File: src/rtl/mux_arb.sv
// Round-robin 2:1 mux arbiter with registered grants and select.
// Define MUX_ARB_TIMEOUT_EN to enable the HOLD_MAX hold limit and timeout pulse.
module mux_arb #(
  parameter int HOLD_MAX = 16
) (
  input  logic clk,
  input  logic rst,
  input  logic req_a,
  input  logic req_b,
  input  logic done,
  output logic sel,
  output logic gnt_a,
  output logic gnt_b,
  output logic busy,
  output logic timeout
);

  typedef enum logic [1:0] {
    IDLE  = 2'd0,
    GNT_A = 2'd1,
    GNT_B = 2'd2
  } state_t;

  if (HOLD_MAX < 1 || HOLD_MAX > 255) begin : g_bad_hold_max
    $error("mux_arb: HOLD_MAX must be in 1..255");
  end

  state_t state_q, state_d;
  logic   sel_q, sel_d;
  logic   last_b_q, last_b_d;
  logic   timeout_q, timeout_d;
  logic   owner_req;
  logic   limit;

`ifdef MUX_ARB_TIMEOUT_EN
  localparam logic [7:0] HOLD_LIM = 8'(HOLD_MAX - 1);

  logic [7:0] hold_q, hold_d;

  assign limit = (hold_q == HOLD_LIM);

  always_ff @(posedge clk) begin
    if (rst) begin
      hold_q <= '0;
    end else begin
      hold_q <= hold_d;
    end
  end
`else
  assign limit = 1'b0;
`endif

  always_comb begin
    state_d   = state_q;
    sel_d     = sel_q;
    last_b_d  = last_b_q;
    timeout_d = 1'b0;
    owner_req = 1'b0;
    case (state_q)
      IDLE: begin
        // On a tie A wins only when B was granted last.
        if (req_a && (!req_b || last_b_q)) begin
          state_d  = GNT_A;
          sel_d    = 1'b0;
          last_b_d = 1'b0;
        end else if (req_b) begin
          state_d  = GNT_B;
          sel_d    = 1'b1;
          last_b_d = 1'b1;
        end
      end
      GNT_A, GNT_B: begin
        owner_req = (state_q == GNT_A) ? req_a : req_b;
        if (done || !owner_req) begin
          state_d = IDLE;
        end else if (limit) begin
          state_d   = IDLE;
          timeout_d = 1'b1;
        end
      end
      default: state_d = IDLE;
    endcase
`ifdef MUX_ARB_TIMEOUT_EN
    hold_d = (state_q != IDLE && state_d != IDLE) ? hold_q + 8'd1 : '0;
`endif
  end

  always_ff @(posedge clk) begin
    if (rst) begin
      state_q   <= IDLE;
      sel_q     <= 1'b0;
      last_b_q  <= 1'b1;
      timeout_q <= 1'b0;
    end else begin
      state_q   <= state_d;
      sel_q     <= sel_d;
      last_b_q  <= last_b_d;
      timeout_q <= timeout_d;
    end
  end

  assign gnt_a   = (state_q == GNT_A);
  assign gnt_b   = (state_q == GNT_B);
  assign busy    = gnt_a | gnt_b;
  assign sel     = sel_q;
  assign timeout = timeout_q;

endmodule

File: config.mk
export PLATFORM = sky130hd
export DESIGN_NAME = mux_arb
export DESIGN_NICKNAME = d
export VERILOG_FILES = /design/src/rtl/mux_arb.sv
export SDC_FILE = /design/constraint.sdc
export NUM_CORES = 1
export LEC_CHECK = 0
export CAP_MARGIN = 5
export CORE_AREA = 2 2 39 41
export CTS_CLUSTER_DIAMETER = 200
export DETAILED_ROUTE_END_ITERATION = 6
export DIE_AREA = 0 0 41 43
export GPL_TIMING_DRIVEN = 0
export PLACE_DENSITY = 0.52
export SYNTH_ARGS = -nofsm -noshare
export SYNTH_HDL_FRONTEND = slang
export SYNTH_SLANG_ARGS = --single-unit
File: constraint.sdc
create_clock -name clk -period 1.7 [get_ports clk]
set_input_delay 0.34 -clock clk [delete_from_list [all_inputs] [get_ports clk]]
set_output_delay 0.34 -clock clk [all_outputs]
set_load 0.01 [all_outputs]
==> metrics.yaml <==
outcome:
  outcome: "completed"
timing:
  hold_violations: 0
  setup_viol: 0
  fin_skew_ps: 2.171
  max_freq_mhz: 608.2
  rsz0062_at_grt: "false"
  fin_crit_ps: 1644
  slew_violations: 0
  worst_slack_ps: 55.73
  fin_tns_setup_ps: 0
  fin_crit_sh: 0.9672
floorplan:
  die_area_mm2: 0.001763
  fp.dieW_um: 41
  num_io_pins: 10
  die_y_um: 43
  core_area_mm2: 0.001384
  floorplan.initialDensity: 0.1971
  rows: 14
yosys:
  synth_seq_area_share: 0.2936
  yosysTopAreaCell: "dfxtp_1"
  synth_area_leaders: "dfxtp_1 (29%), ha_1 (14%), inv_1 (6.9%), o32ai_2 (6.0%), mux2_4 (5.5%)"
  syn_area_um2: 272.8
  synth_cell_types: 20
  synth_top_area_share: 0.2936
  synth_seq_cells: 4
  yosys_warnings: 0
  syn_area_per_cell_um2: 9.092
  syn_nets: 38
  synth_cells: 30
final_layout:
  area_growth_pct: 44.95
  final_cells: 57
  fill_cells: 146
  final_cell_mix: "inv_1 (5), clkdlybuf4s50_1 (5), dfxtp_1 (4), ha_1 (3), clkbuf_4 (3)"
  fin_util: 0.2857
  antenna_cells: 0
  layout.nets: 51
  drive_gt1_frac: 0.1707
grt:
  grt_first_pass_wirelength_um: 793
  grt_antenna_before_repair: 0
  grt_max_degree: 8
  track_usage: 0.06841
  grt_pass1_vias: 207
  gr-total-overflow: 0
clock_network:
  clock_path_buffers: 2
  cts_buffers: 3
  post_cts_buffers: 0
  insertion_delay_ps: 240
  cts_sinks: 4
  clk_pin_slew_ps: 40
  tritoncts: "built"
  root_buffer: "clkbuf_4"
  h-tree-depth: 1
  cts_hold_buf: 0
critical_path:
  reg2reg_from: "state_q[1]"
  end_kind: "output pin"
  worstPathRequired_ps: 1360
  path_cells: "inv_1 > ha_1 > dlygate4sd2_1"
  cpPeakStageDelay_ps: 350
  arrival_ps: 1300
  cp-startpoint: "state_q[0]"
  crit_type: "register to output pin"
  cp_max_fo: 4
  critPathBufInv: 2
  startpoint_type: "register"
  crit_family: "buffers and inverters"
  critPathSlowestCell: "dfxtp_1"
placement:
  hpwl_um: 438.8
  placed_cells: 54
  gp_congestion: 0.7072
  pre_cts_ws_ps: -8.476
  place.port_buffers: 8
detailed_routing:
  routed.top_layer: "met3"
  drt_pass1_iterations: 4
  drt-total-wl_um: 580
  wirelength_met1_um: 274
  wl_met3_um: 42
  drtIter0Drc: 4
  avgViaCountPerCell: 4.351
  routed-wl-met2_um: 263
  route.antenna.remaining_nets: 0
  vias: 248
  routedWlPerCell_um: 10.18
  drc: 0
flow_run:
  max_cap_viol_count: 0
worst_hold_path:
  hold_class: "register to register"
  hold_path_startpoint: "state_q[0]"
pwr:
  power_uw: 338.9
  vdd_drop_max_mv: 0.3731
  p_leak_nw: 0.1902
  power_density_mw_per_mm2: 857.2
## state kept, by name, indices dropped and copies added, names as in the netlist
register  flops
last_b_q      1
sel           1
state_q       2
## per-layer routing
metal | up-vias | global-route usage
li1 | 130 | -
met3 | 0 | 0.03141
met5 | - | 0
met2 | 8 | 0.08125
met1 | 110 | 0.09709
met4 | 0 | 0.04000
## cell usage after synthesis
cell,count
nand2_1,1
a21oi_1,2
a31oi_1,1
inv_1,5
nand3_1,1
buf_4,1
nor2_1,1
nand2b_1,1
o21ai_0,1
mux2_4,1
a311oi_1,1
o32ai_2,1
o221a_1,1
dfxtp_1,4
and3_1,1
a21boi_0,1
and3_4,1
conb_1,1
ha_1,3
a32oi_1,1
## cells by family (layout without fill, tap and decap cells)
family	Yosys count	in the layout	share of synthesized area
compound gates	9	9	0.2707
fa+ha+maj	3	3	0.1376
buf+inv	6	17	0.09635
flops	4	4	0.2936
mux	1	1	0.05503
other cells	1	1	0.01375
simple gates	6	6	0.1330
## area by class of cell
cell class,instances,area [um^2],share of cell area
Buffer,1,7.507,0.01899
Clock buffer,3,22.52,0.05696
Inverter,5,18.77,0.04747
Multi-Input combinational cell,20,166.4,0.4209
Sequential cell,4,80.08,0.2025
Tap cell,16,20.02,0.05063
Timing Repair Buffer,8,80.08,0.2025
## per-stage QoR
stage               instance area (um^2)  hold slack [ps]
floorplan                          272.8            412.1
global placement                   372.9            497.3
detailed placement                 372.9            494.1
CTS                                392.9            499.4
global route                       395.4            516.5
finish                             395.4            496.1
## what timing repair did
action	CTS	global route
endpoints found under the setup margin	2	1
gates resized for setup	2	1
pin swaps	0	0
## worst reg2reg max path: cells and delay by family (launching register included)
| kind | cells | cell delay, ps |
|---|---|---|
| buffers and inverters | 1 | 70 |
| AO/OA/AOI/OAI | 1 | 240 |
| adder cells (fa/ha/maj) | 1 | 210 |
| AND/OR/NAND/NOR | 1 | 190 |
| flip-flops | 1 | 350 |
| multiplexers | 1 | 320 |
## final timing paths
kind	endpoint	slack, ps	cells past startpoint
worst max-delay path	busy	60	3
worst min-delay path	state_q[0]	500	2
worst max register to register	state_q[1]	210	5
worst min register to register	state_q[0]	500	2
## power by group
group	switching [mW]	internal, mW	leakage, nW
logic	0.0488	0.0543	0.143
registers	0.00660	0.105	0.0330
clock network	0.0452	0.0794	0.0138
No activity file was read; power rests on OpenSTA's default activity.
